File: config.mk
export PLATFORM = sky130hd
export DESIGN_NAME = lsu_ctrl
export DESIGN_NICKNAME = d
export VERILOG_FILES = /design/src/rtl/lsu_ctrl_pkg.sv /design/src/rtl/lsu_ctrl_align.sv /design/src/rtl/lsu_ctrl.sv
export SDC_FILE = /design/constraint.sdc
export NUM_CORES = 1
export LEC_CHECK = 0
export ABC_AREA = 0
export BUFFER_PORTS_ARGS = -buffer_cell sky130_fd_sc_hd__clkbuf_2
export CORE_MARGIN = 5
export CORE_UTILIZATION = 55
export DETAILED_ROUTE_END_ITERATION = 10
export GPL_TIMING_DRIVEN = 0
export PLACE_DENSITY = 0.8
export SLEW_MARGIN = 10
export SYNTH_ARGS = -nofsm -noshare
export SYNTH_HDL_FRONTEND = slang
export SYNTH_SLANG_ARGS = --single-unit
File: constraint.sdc
create_clock -name clk -period 4.98 [get_ports clk]
set_clock_uncertainty 0.2 [all_clocks]
set_input_delay 0.996 -clock clk [delete_from_list [all_inputs] [get_ports clk]]
set_output_delay 0.996 -clock clk [all_outputs]
set_load 0.02 [all_outputs]
File: src/rtl/lsu_ctrl_pkg.sv
// -----------------------------------------------------------------------------
// lsu_ctrl_pkg
//   Shared definitions for the load/store controller:
//   - DMType access codes, identical to the data-memory path encoding
//   - LSU FSM state encoding
//   - registered request record
//   - helpers that decode a DMType into access size and signedness
// -----------------------------------------------------------------------------
package lsu_ctrl_pkg;

  // DMType codes. Codes 101..111 are illegal and reported as errors.
  typedef enum logic [2:0] {
    DM_WORD          = 3'b000,
    DM_HALF          = 3'b001,
    DM_HALF_UNSIGNED = 3'b010,
    DM_BYTE          = 3'b011,
    DM_BYTE_UNSIGNED = 3'b100
  } dm_type_e;

  // LSU controller states.
  typedef enum logic [2:0] {
    LSU_IDLE = 3'd0,
    LSU_ACC0 = 3'd1,
    LSU_ACC1 = 3'd2,
    LSU_LAST = 3'd3,
    LSU_RESP = 3'd4
  } lsu_state_e;

  // Request fields frozen at accept time. The word address is kept
  // separately because its width depends on the instance parameter.
  typedef struct packed {
    logic        we;
    logic [2:0]  dm_type;
    logic [1:0]  off;
    logic        split;
    logic [31:0] wdata;
  } lsu_req_t;

  // Access size in bytes; 0 marks an illegal DMType.
  function automatic logic [2:0] dm_size(input logic [2:0] dm_type);
    logic [2:0] size;
    case (dm_type)
      DM_WORD:                   size = 3'd4;
      DM_HALF, DM_HALF_UNSIGNED: size = 3'd2;
      DM_BYTE, DM_BYTE_UNSIGNED: size = 3'd1;
      default:                   size = 3'd0;
    endcase
    return size;
  endfunction

  // Loads of these types are sign-extended; all others are zero-extended.
  function automatic logic dm_signed(input logic [2:0] dm_type);
    return (dm_type == DM_HALF) || (dm_type == DM_BYTE);
  endfunction

endpackage

File: src/rtl/lsu_ctrl_align.sv
// -----------------------------------------------------------------------------
// lsu_align
//   Purely combinational data alignment for the LSU.
//   Store path: builds the 8-lane byte mask and the 64-bit lane-aligned data
//   spanning two consecutive RAM words from (dm_type, off, wdata).
//   Load path: extracts the addressed bytes from the two-word window
//   {w1, w0} and sign/zero-extends them according to dm_type.
//
// Ports
//   dm_type  in  3   DMType of the access
//   off      in  2   byte offset inside the first word
//   wdata    in  32  right-justified store data
//   rdata64  in  64  {w1, w0} read window (w1 = 0 when not split)
//   st_mask  out 8   byte enables; [3:0] first word, [7:4] second word
//   st_data  out 64  shifted store data; [31:0] first word, [63:32] second
//   ld_data  out 32  extended load result
// -----------------------------------------------------------------------------
module lsu_align
  import lsu_ctrl_pkg::*;
(
  input  logic [2:0]  dm_type,
  input  logic [1:0]  off,
  input  logic [31:0] wdata,
  input  logic [63:0] rdata64,
  output logic [7:0]  st_mask,
  output logic [63:0] st_data,
  output logic [31:0] ld_data
);

  logic [2:0]  size;
  logic [7:0]  base_mask;
  logic [31:0] window;

  // NOTE: every output of a combinational block gets a value before any
  // branch so that no path leaves it unassigned (which would infer a latch).
  always_comb begin
    size      = dm_size(dm_type);
    base_mask = 8'h00;
    ld_data   = 32'h0;

    case (size)
      3'd4:    base_mask = 8'h0F;
      3'd2:    base_mask = 8'h03;
      3'd1:    base_mask = 8'h01;
      default: base_mask = 8'h00;
    endcase

    st_mask = base_mask << off;
    st_data = {32'h0, wdata} << {off, 3'b000};

    // Only the low 32 bits of the right-shifted window can be addressed.
    window = 32'(rdata64 >> {off, 3'b000});

    case (size)
      3'd4: ld_data = window;
      3'd2: ld_data = dm_signed(dm_type) ? {{16{window[15]}}, window[15:0]}
                                         : {16'h0, window[15:0]};
      3'd1: ld_data = dm_signed(dm_type) ? {{24{window[7]}}, window[7:0]}
                                         : {24'h0, window[7:0]};
      default: ld_data = 32'h0;
    endcase
  end

endmodule

File: src/rtl/lsu_ctrl.sv
// -----------------------------------------------------------------------------
// lsu_ctrl
//   Load/store controller between the CPU memory stage and a word-wide,
//   byte-enabled synchronous data RAM. Accepts one request per handshake,
//   splits word-crossing accesses into two RAM accesses, assembles load data
//   little-endian with sign/zero extension and returns a one-cycle response.
//
// Parameters
//   ADDR_W      RAM word-address width (legal bytes 0 .. 4*2^ADDR_W-1)
//
// Ports
//   clk, rst    clock; synchronous active-high reset
//   req_*       request handshake (valid/ready), we, byte addr, wdata, DMType
//   resp_*      one-cycle completion pulse with load data and error flag
//   mem_*       RAM port: enable, write, word address, byte enables, data;
//               mem_rdata is valid the cycle after a read
// -----------------------------------------------------------------------------
module lsu_ctrl
  import lsu_ctrl_pkg::*;
#(
  parameter int ADDR_W = 7
) (
  input  logic              clk,
  input  logic              rst,
  input  logic              req_valid,
  output logic              req_ready,
  input  logic              req_we,
  input  logic [31:0]       req_addr,
  input  logic [31:0]       req_wdata,
  input  logic [2:0]        req_type,
  output logic              resp_valid,
  output logic [31:0]       resp_rdata,
  output logic              resp_err,
  output logic              mem_en,
  output logic              mem_we,
  output logic [ADDR_W-1:0] mem_addr,
  output logic [3:0]        mem_be,
  output logic [31:0]       mem_wdata,
  input  logic [31:0]       mem_rdata
);

  // Highest legal byte address, widened so the end-of-access sum never wraps.
  localparam logic [32:0] MAX_BYTE = (33'd4 << ADDR_W) - 33'd1;

  lsu_state_e        state_q,      state_d;
  lsu_req_t          req_q,        req_d;
  logic [ADDR_W-1:0] w0_q,         w0_d;
  logic [31:0]       buf_q,        buf_d;
  logic              resp_valid_q, resp_valid_d;
  logic              resp_err_q,   resp_err_d;
  logic [31:0]       resp_rdata_q, resp_rdata_d;

  // Decode of the incoming request, used only at accept.
  logic [2:0]  in_size;
  logic [32:0] in_last;
  logic        in_err;
  logic        in_split;

  // Alignment datapath, always driven from the registered request.
  logic [63:0] rdata64;
  logic [7:0]  st_mask;
  logic [63:0] st_data;
  logic [31:0] ld_data;

  always_comb begin
    in_size  = dm_size(req_type);
    in_last  = {1'b0, req_addr} + {30'h0, in_size} - 33'd1;
    in_err   = (in_size == 3'd0) || (in_last > MAX_BYTE);
    in_split = ({1'b0, req_addr[1:0]} + in_size) > 3'd4;
  end

  // For a split load the first word was parked in buf_q during ACC1 and
  // mem_rdata carries the second word in LAST; otherwise mem_rdata is w0.
  assign rdata64 = req_q.split ? {mem_rdata, buf_q} : {32'h0, mem_rdata};

  lsu_align u_align (
    .dm_type (req_q.dm_type),
    .off     (req_q.off),
    .wdata   (req_q.wdata),
    .rdata64 (rdata64),
    .st_mask (st_mask),
    .st_data (st_data),
    .ld_data (ld_data)
  );

  // ---------------------------------------------------------------------------
  // Next-state and registered-output logic.
  // resp_* registers are loaded on the transition into RESP and fall back to
  // zero on the way out, so they hold steady for the RESP cycle only.
  // ---------------------------------------------------------------------------
  always_comb begin
    state_d      = state_q;
    req_d        = req_q;
    w0_d         = w0_q;
    buf_d        = buf_q;
    resp_valid_d = 1'b0;
    resp_err_d   = 1'b0;
    resp_rdata_d = 32'h0;

    unique case (state_q)
      LSU_IDLE: begin
        // req_ready is high throughout IDLE outside reset, and reset
        // overrides this transition in the register block.
        if (req_valid) begin
          req_d.we      = req_we;
          req_d.dm_type = req_type;
          req_d.off     = req_addr[1:0];
          req_d.split   = in_split;
          req_d.wdata   = req_wdata;
          w0_d          = req_addr[ADDR_W+1:2];
          if (in_err) begin
            state_d      = LSU_RESP;
            resp_valid_d = 1'b1;
            resp_err_d   = 1'b1;
          end else begin
            state_d = LSU_ACC0;
          end
        end
      end

      LSU_ACC0: begin
        if (req_q.split) begin
          state_d = LSU_ACC1;
        end else if (req_q.we) begin
          state_d      = LSU_RESP;
          resp_valid_d = 1'b1;
        end else begin
          state_d = LSU_LAST;
        end
      end

      LSU_ACC1: begin
        if (req_q.we) begin
          state_d      = LSU_RESP;
          resp_valid_d = 1'b1;
        end else begin
          buf_d   = mem_rdata;
          state_d = LSU_LAST;
        end
      end

      LSU_LAST: begin
        resp_rdata_d = ld_data;
        resp_valid_d = 1'b1;
        state_d      = LSU_RESP;
      end

      LSU_RESP: begin
        state_d = LSU_IDLE;
      end

      default: begin
        state_d = LSU_IDLE;
      end
    endcase
  end

  // NOTE: state is updated with non-blocking assignments so every register
  // samples the values from before the edge, regardless of statement order.
  always_ff @(posedge clk) begin
    if (rst) begin
      state_q      <= LSU_IDLE;
      req_q        <= '0;
      w0_q         <= '0;
      buf_q        <= '0;
      resp_valid_q <= 1'b0;
      resp_err_q   <= 1'b0;
      resp_rdata_q <= 32'h0;
    end else begin
      state_q      <= state_d;
      req_q        <= req_d;
      w0_q         <= w0_d;
      buf_q        <= buf_d;
      resp_valid_q <= resp_valid_d;
      resp_err_q   <= resp_err_d;
      resp_rdata_q <= resp_rdata_d;
    end
  end

  // ---------------------------------------------------------------------------
  // Outputs. Everything is masked while rst is high so that a reset cycle can
  // never issue a RAM write (e.g. the second half of an interrupted split).
  // ---------------------------------------------------------------------------
  assign req_ready  = (state_q == LSU_IDLE) && !rst;
  assign resp_valid = resp_valid_q && !rst;
  assign resp_err   = resp_err_q && !rst;
  assign resp_rdata = rst ? 32'h0 : resp_rdata_q;

  always_comb begin
    mem_en    = 1'b0;
    mem_we    = 1'b0;
    mem_addr  = '0;
    mem_be    = 4'h0;
    mem_wdata = 32'h0;
    if (!rst) begin
      if (state_q == LSU_ACC0) begin
        mem_en    = 1'b1;
        mem_we    = req_q.we;
        mem_addr  = w0_q;
        mem_be    = st_mask[3:0];
        mem_wdata = req_q.we ? st_data[31:0] : 32'h0;
      end else if (state_q == LSU_ACC1) begin
        mem_en    = 1'b1;
        mem_we    = req_q.we;
        mem_addr  = w0_q + ADDR_W'(1);
        mem_be    = st_mask[7:4];
        mem_wdata = req_q.we ? st_data[63:32] : 32'h0;
      end
    end
  end

endmodule

# ---- After elaboration in Yosys (flattened, before gate mapping)
# Index checks and enable logic that the tools add are counted.
dict set report classes {
  mux 35
  magnitude_cmp 2
  n_reduce_logical 18
  eq_ne 15
  add_sub_neg 4
  n_shift 3
  n_bitwise 3
}
# op n
set op_table {}
lappend op_table {{$mux 32} 8}
lappend op_table {{$pmux 32 s3} 1}
lappend op_table {{$mux 64} 1}
lappend op_table {{$shl 32x5->64} 1}
lappend op_table {{$shr 64x5->32} 1}
lappend op_table {{$add 32x3->33} 1}
lappend op_table {{$gt 33x9->1 const B} 1}
lappend op_table {{$sub 33x1->33 const B} 1}
lappend op_table {{$eq 3x2->1 const B} 7}
lappend op_table {{$mux 7} 3}
lappend op_table {{$pmux 3 s3} 2}
lappend op_table {{$eq 3x1->1 const B} 4}
lappend op_table {{$logic_not 3->1} 4}
lappend op_table {{$mux 3} 4}
lappend op_table {{$mux 4} 3}
lappend op_table {{$pmux 3 s4} 1}
lappend op_table {{$pmux 4 s3} 1}
lappend op_table {{$reduce_or 2->1} 6}
lappend op_table {{$mux 1} 10}
lappend op_table {{$eq 3x3->1 const B} 3}
lappend op_table {{$shl 4x2->8} 1}
lappend op_table {{$add 7x1->7 const B} 1}
lappend op_table {{$pmux 1 s4} 1}
lappend op_table {{$reduce_and 2->1} 2}
lappend op_table {{other kinds (7)} 12}
dict set report totals {
  reg_bits 115
  elab_cells 91
}

# ---- Longest topological paths before layout
dict set report logic_depth {
  ltp_word 10
  mapped_depth 18
  depth_no_buf 18
}

# ---- Hierarchy
# A second synthesis with hierarchy kept.
dict set report hier_totals {
  cells_unflattened 1304
  hier_area_um2 9902.0
}
# mod area_per_inst_um2 cells_each n_inst
set modules_own_cells {}
lappend modules_own_cells {lsu_ctrl 7992.7 1060 1}
lappend modules_own_cells {lsu_align 1909.3 244 1}

# ---- Least setup slack after synthesis
# No wires, ideal clock.
dict set report synth_timing {
  path_kind {input to register}
  start {in req_type[0]}
  end {reg resp_valid_q}
  cell_stages 12
  path_slack_ps 685
  setup_ps 129
  required_ps 4651
  arrival_time_ps 3966
  cell_sequence {or3_1 ha_1 fa_1 nand2b_1 a21oi_1 o31ai_2 o311a_1 mux2i_1 nand3_1 a311o_1 nor4_4 o22ai_1}
}
dict set report synth_between {
  elab_chain_len 10
  word_cells_on_any_way 16
  classes_between {add/sub (2); order compare (1); eq/ne (4); mux (4); reduce/logical (5)}
}
# item line
set synth_lines {}
lappend synth_lines {{start, declared} lsu_ctrl.sv:30} ;# input logic [2:0] req_type,
lappend synth_lines {{$eq 3x2->1 (tied with other cells)} lsu_ctrl_pkg.sv:42} ;# case (dm_type)
lappend synth_lines {{$reduce_or 2->1} lsu_ctrl_pkg.sv:42}
lappend synth_lines {{$pmux 3 s3 (*)} lsu_ctrl_pkg.sv:42}
lappend synth_lines {{$add 32x3->33} lsu_ctrl.sv:67} ;# in_last = {1'b0, req_addr} + {30'h0, in_size} - 33'd1;
lappend synth_lines {{$sub 33x1->33} lsu_ctrl.sv:67}
lappend synth_lines {{$gt 33x9->1} lsu_ctrl.sv:68} ;# in_err = (in_size == 3'd0) || (in_last > MAX_BYTE);
lappend synth_lines {{$logic_or 1x1->1 (*)} lsu_ctrl.sv:68}
lappend synth_lines {{$mux 1 (*)} lsu_ctrl.sv:111} ;# if (in_err) begin
lappend synth_lines {{$mux 1 (*)} lsu_ctrl.sv:104} ;# if (req_valid) begin
lappend synth_lines {{$pmux 1 s4 (*)} lsu_ctrl.sv:100} ;# unique case (state_q)
lappend synth_lines {{end signal, assigned} lsu_ctrl.sv:174} ;# resp_valid_q <= resp_valid_d;
lappend synth_lines {{end, declared} lsu_ctrl.sv:49} ;# logic resp_valid_q, resp_valid_d;
# Mark *: on every way between the ends. The rest lies on a longest branch, timed or not.
# A chain may end at the register's enable or synchronous reset.

# ---- Worst setup path after layout
dict set report layout_timing {
  start {reg req_q[34] in the netlist's numbering}
  end {out mem_wdata[18]}
}
dict set report layout_between {
  elab_chain_len 5
  word_cells_on_any_way 6
  classes_between {shift (1); mux (5)}
}
# item line
set layout_lines {}
lappend layout_lines {{start, declared} lsu_ctrl.sv:46} ;# lsu_req_t req_q, req_d;
lappend layout_lines {{start signal, assigned} lsu_ctrl.sv:171} ;# req_q <= req_d;
lappend layout_lines {{$shl 32x5->64 (*)} lsu_ctrl_align.sv:49} ;# st_data = {32'h0, wdata} << {off, 3'b000};
lappend layout_lines {{$mux 32} lsu_ctrl.sv:207} ;# mem_wdata = req_q.we ? st_data[63:32] : 32'h0;
lappend layout_lines {{$mux 32} lsu_ctrl.sv:202} ;# end else if (state_q == LSU_ACC1) begin
lappend layout_lines {{$mux 32 (*)} lsu_ctrl.sv:196} ;# if (state_q == LSU_ACC0) begin
lappend layout_lines {{$mux 32 (*)} lsu_ctrl.sv:195} ;# if (!rst) begin
lappend layout_lines {{end, declared} lsu_ctrl.sv:38} ;# output logic [31:0] mem_wdata,
# Marked as above.

==> results.txt <==
Status: finished, final reports clean
Worst vdd ir: 0.276 mV
Synth Area in Adders: 5.53%
H-tree levels: 4
FILL cells: 1443
Hold Crit Class: reg2reg
First-pass GRT wire length: 50.5 mm
Post-route DRC violation count: 0
Die W: 137 µm
Critical path fanouts, max: 10
Total global-route track usage: 34.5%
EDFF count, synth: 0
Starting Density: 55.9%
Synth cell count leaders: 232 x nand2_1, 174 x a21oi_1, 115 x dfxtp_1, 115 x nor2_1, 63 x mux2i_1
Yosys warnings: 0
Worst skew pair latency: 0.41 ns
Row count: 46
Post-Syn Nets: 1387
Root buf cell: clkbuf_16
Remaining Overflow, GRT: 0
Synth top area share: 25.9%
Worst Max-Slew Pin Slew: 0.898 ns
Fraction of registers with async set/reset: 0%
Yosys reg bits: 115
Via count of the routed design: 10200
Total CTS buffers: 17
CP cell instances: clkbuf_1 > buf_1 > nand3_1 > nor4b_2 > nand2_1 > o21ai_0 > clkbuf_2
Final Hold Vio Count: 0
Layout cells sized above 1: 18.4%
Fin nets: 1588
Worst Setup SP: req_q[34]$_SDFFE_PP0P_
Worst path required time: 3.78 ns
Vias per Instance: 6.09
Simple-Gate Fraction of Synth Area: 24.1%
Area leader, netlist: dfxtp_1
MaxCap Viol Count: 0
Routed Antenna Nets: 0
RR Startpoint: req_q[34]$_SDFFE_PP0P_
TritonCTS clock tree: done
F_max: 210 MHz
Largest family of logic cells by synthesized area: compound AO/OA/AOI/OAI gates
Leak Pwr: 0.00439 µW
Clock Pin Slew Worst Setup and Hold Paths: 0.06 ns
Sequential cell area: 0.00230 mm²
Crit Path Category: reg2out
Vias in the first global route: 9374
Synthesized cell area: 0.00888 mm²
Chip Height: 137 µm
Post-DP HPWL: 26.1 mm
Netlist cell types: 74
Antenna violations before repair: 0
Final setup viols: 0
Synth Area per Inst: 7.12 µm²
Clock sink count: 115
Gp weighted congestion: 1.00
Ports: 183
Fin. max-slew vios: 0
Core area: 0.0159 mm²
Critical path's slowest cell: nor4b_2
Arrival @ worst endpoint: 3.56 ns
Relative slew slack: 39.9%
Area contributors post-synth: dfxtp_1 26%, a21oi_1 9.8%, nand2_1 9.8%, mux2i_1 7.1%, ha_1 5.1%
Hold_sp: buf_q[3]$_SDFFE_PP0P_
Switching Share: 33.6%
Wirelength per Cell: 19.7 µm
Tcrit/Tclk final: 95.5%
Clock share of power: 41.3%
CP startpoint kind: flop
Sequential fraction of the synthesis area: 25.9%
Tmin final: 4.75 ns
Post-synthesis mux area share: 9.52%
Final hold slack: 0.255 ns
Gate power share: 26.1%
Cell with the most instances after synthesis: nand2_1
Die ar.: 0.0188 mm²
Critical Path Sink Type: output pin
Ys flop type: dfxtp_1
Layout area overhead: 20.1%
Drt total wl: 33.0 mm
Diode count: 0
P_sw: 1000 µW
Final Util: 67.1%
Pre-antenna DRT Iters: 7
Internal: 1980 µW
Reg power frac: 32.6%
Port bufs: 182
Synth Area in XOR/XNOR: 1.18%
Clock buffer depth: 2
Syn Inst Count: 1246
RSZ-0062 raised after global routing: no
Setup Fix Bufs, Post-CTS: 0
Largest net degree at the start of global routing: 17
Compound-Gate Fraction of Synth Area: 27.3%
Worst path max stage delay: 0.89 ns
Multi-input combinational cell area: 0.00601 mm²
Iter 0 DRT Violations: 1314
Power Density: 280 mW/mm²
==> layout make-up <==
class                           count  area share (%)
Multi-Input combinational cell    990            56.4
Tap cell                          216            2.54
Timing Repair Buffer              182            8.54
Inverter                           53            1.87
Buffer                             88            3.50
Clock inverter                     14            1.43
Sequential cell                   115            21.6
Clock buffer                       18            4.12
==> metal layers <==
metal / up-vias / wire length (µm) / GRT usage, %
met4: 0 / 1030 / 11.0
met5: - / 0 / 0
met3: 76 / 3490 / 6.76
met1: 4726 / 14500 / 50.0
met2: 587 / 14000 / 51.5
li1: 4825 / - / -
==> registers in the layout, indices dropped and copies added (netlist names) <==
register and count:
buf_q 32, resp_rdata_q 32, state_q 3, resp_valid_q 1
req_q 39, w0_q 7, resp_err_q 1
==> critical path, delay by kind of cell, from the launching register on <==
kind | cells | cell delay, ns
flip-flops | 1 | 0.31
AND/OR/NAND/NOR | 3 | 1.54
buffers and inverters | 3 | 1.13
AO/OA/AOI/OAI | 1 | 0.17
==> worst paths after layout <==
check	cells after the start	end	slack (ns)
setup / recovery	7	mem_wdata[18]	0.23
hold / removal	2	buf_q[3]$_SDFFE_PP0P_	0.25
setup reg to reg	7	resp_rdata_q[4]$_SDFF_PP0_	1.88
hold reg to reg	2	buf_q[3]$_SDFFE_PP0P_	0.25
==> kinds of logic after synthesis <==
logic type	Yosys count
XOR/XNOR	12
flip-flops	115
buffers and inverters	141
AO/OA/AOI/OAI	377
AND/OR/NAND/NOR	481
multiplexers	82
adder cells (fa/ha/maj)	38
==> stage by stage <==
stage / instance area, µm² / setup WS [ns] / TNS, ns / cells / power, µW
after floorplan: 8880 / 0.685 / 0 / 1246 / 1500
after global placement: 10100 / -0.243 / -0.893 / 1644 / 1730
after detailed placement: 10100 / -0.236 / -0.875 / 1644 / 1740
after CTS: 10700 / 0.180 / 0 / 1676 / 2950
after global routing: 10700 / 0.0308 / 0 / 1676 / 3090
final: 10700 / 0.226 / 0 / 1676 / 2980
==> power groups by stage <==
stage / Clock [µW] / Sequential (µW) / Combinational (µW)
finish: 1230 / 973 / 778
global route: 1270 / 975 / 840
CTS: 1220 / 971 / 753
detailed placement: 0 / 991 / 748
global placement: 0 / 990 / 743
floorplan: 0 / 982 / 513
==> cells in the final DEF (no fill, tap or decap), drive strengths merged, types with 3 or more instances in the layout <==
cell type / count
nor2: 115
clkinv: 7
a211oi: 35
nor2b: 46
mux2i: 63
mux2: 19
clkbuf: 262
o21a: 11
nand2b: 11
nand3: 15
a21boi: 3
a21o: 14
and2: 5
o32a: 3
inv: 57
nor3: 13
and3: 6
ha: 36
dfxtp: 115
nand2: 232
o2111ai: 10
o21ai: 39
a21oi: 177
or3: 6
o2bb2ai: 7
o22ai: 14
o31ai: 5
xor2: 5
nand4: 14
nor4: 6
o211ai: 11
buf: 26
or2: 5
o22a: 9
a31oi: 3
xnor2: 7
a22oi: 12
==> what timing repair did <==
action,CTS,global route
setup endpoints to repair,0,4
hold buffers,0,0
gates resized for setup,0,1
hold endpoints to repair,0,0
(Power assumes the default switching activity.)
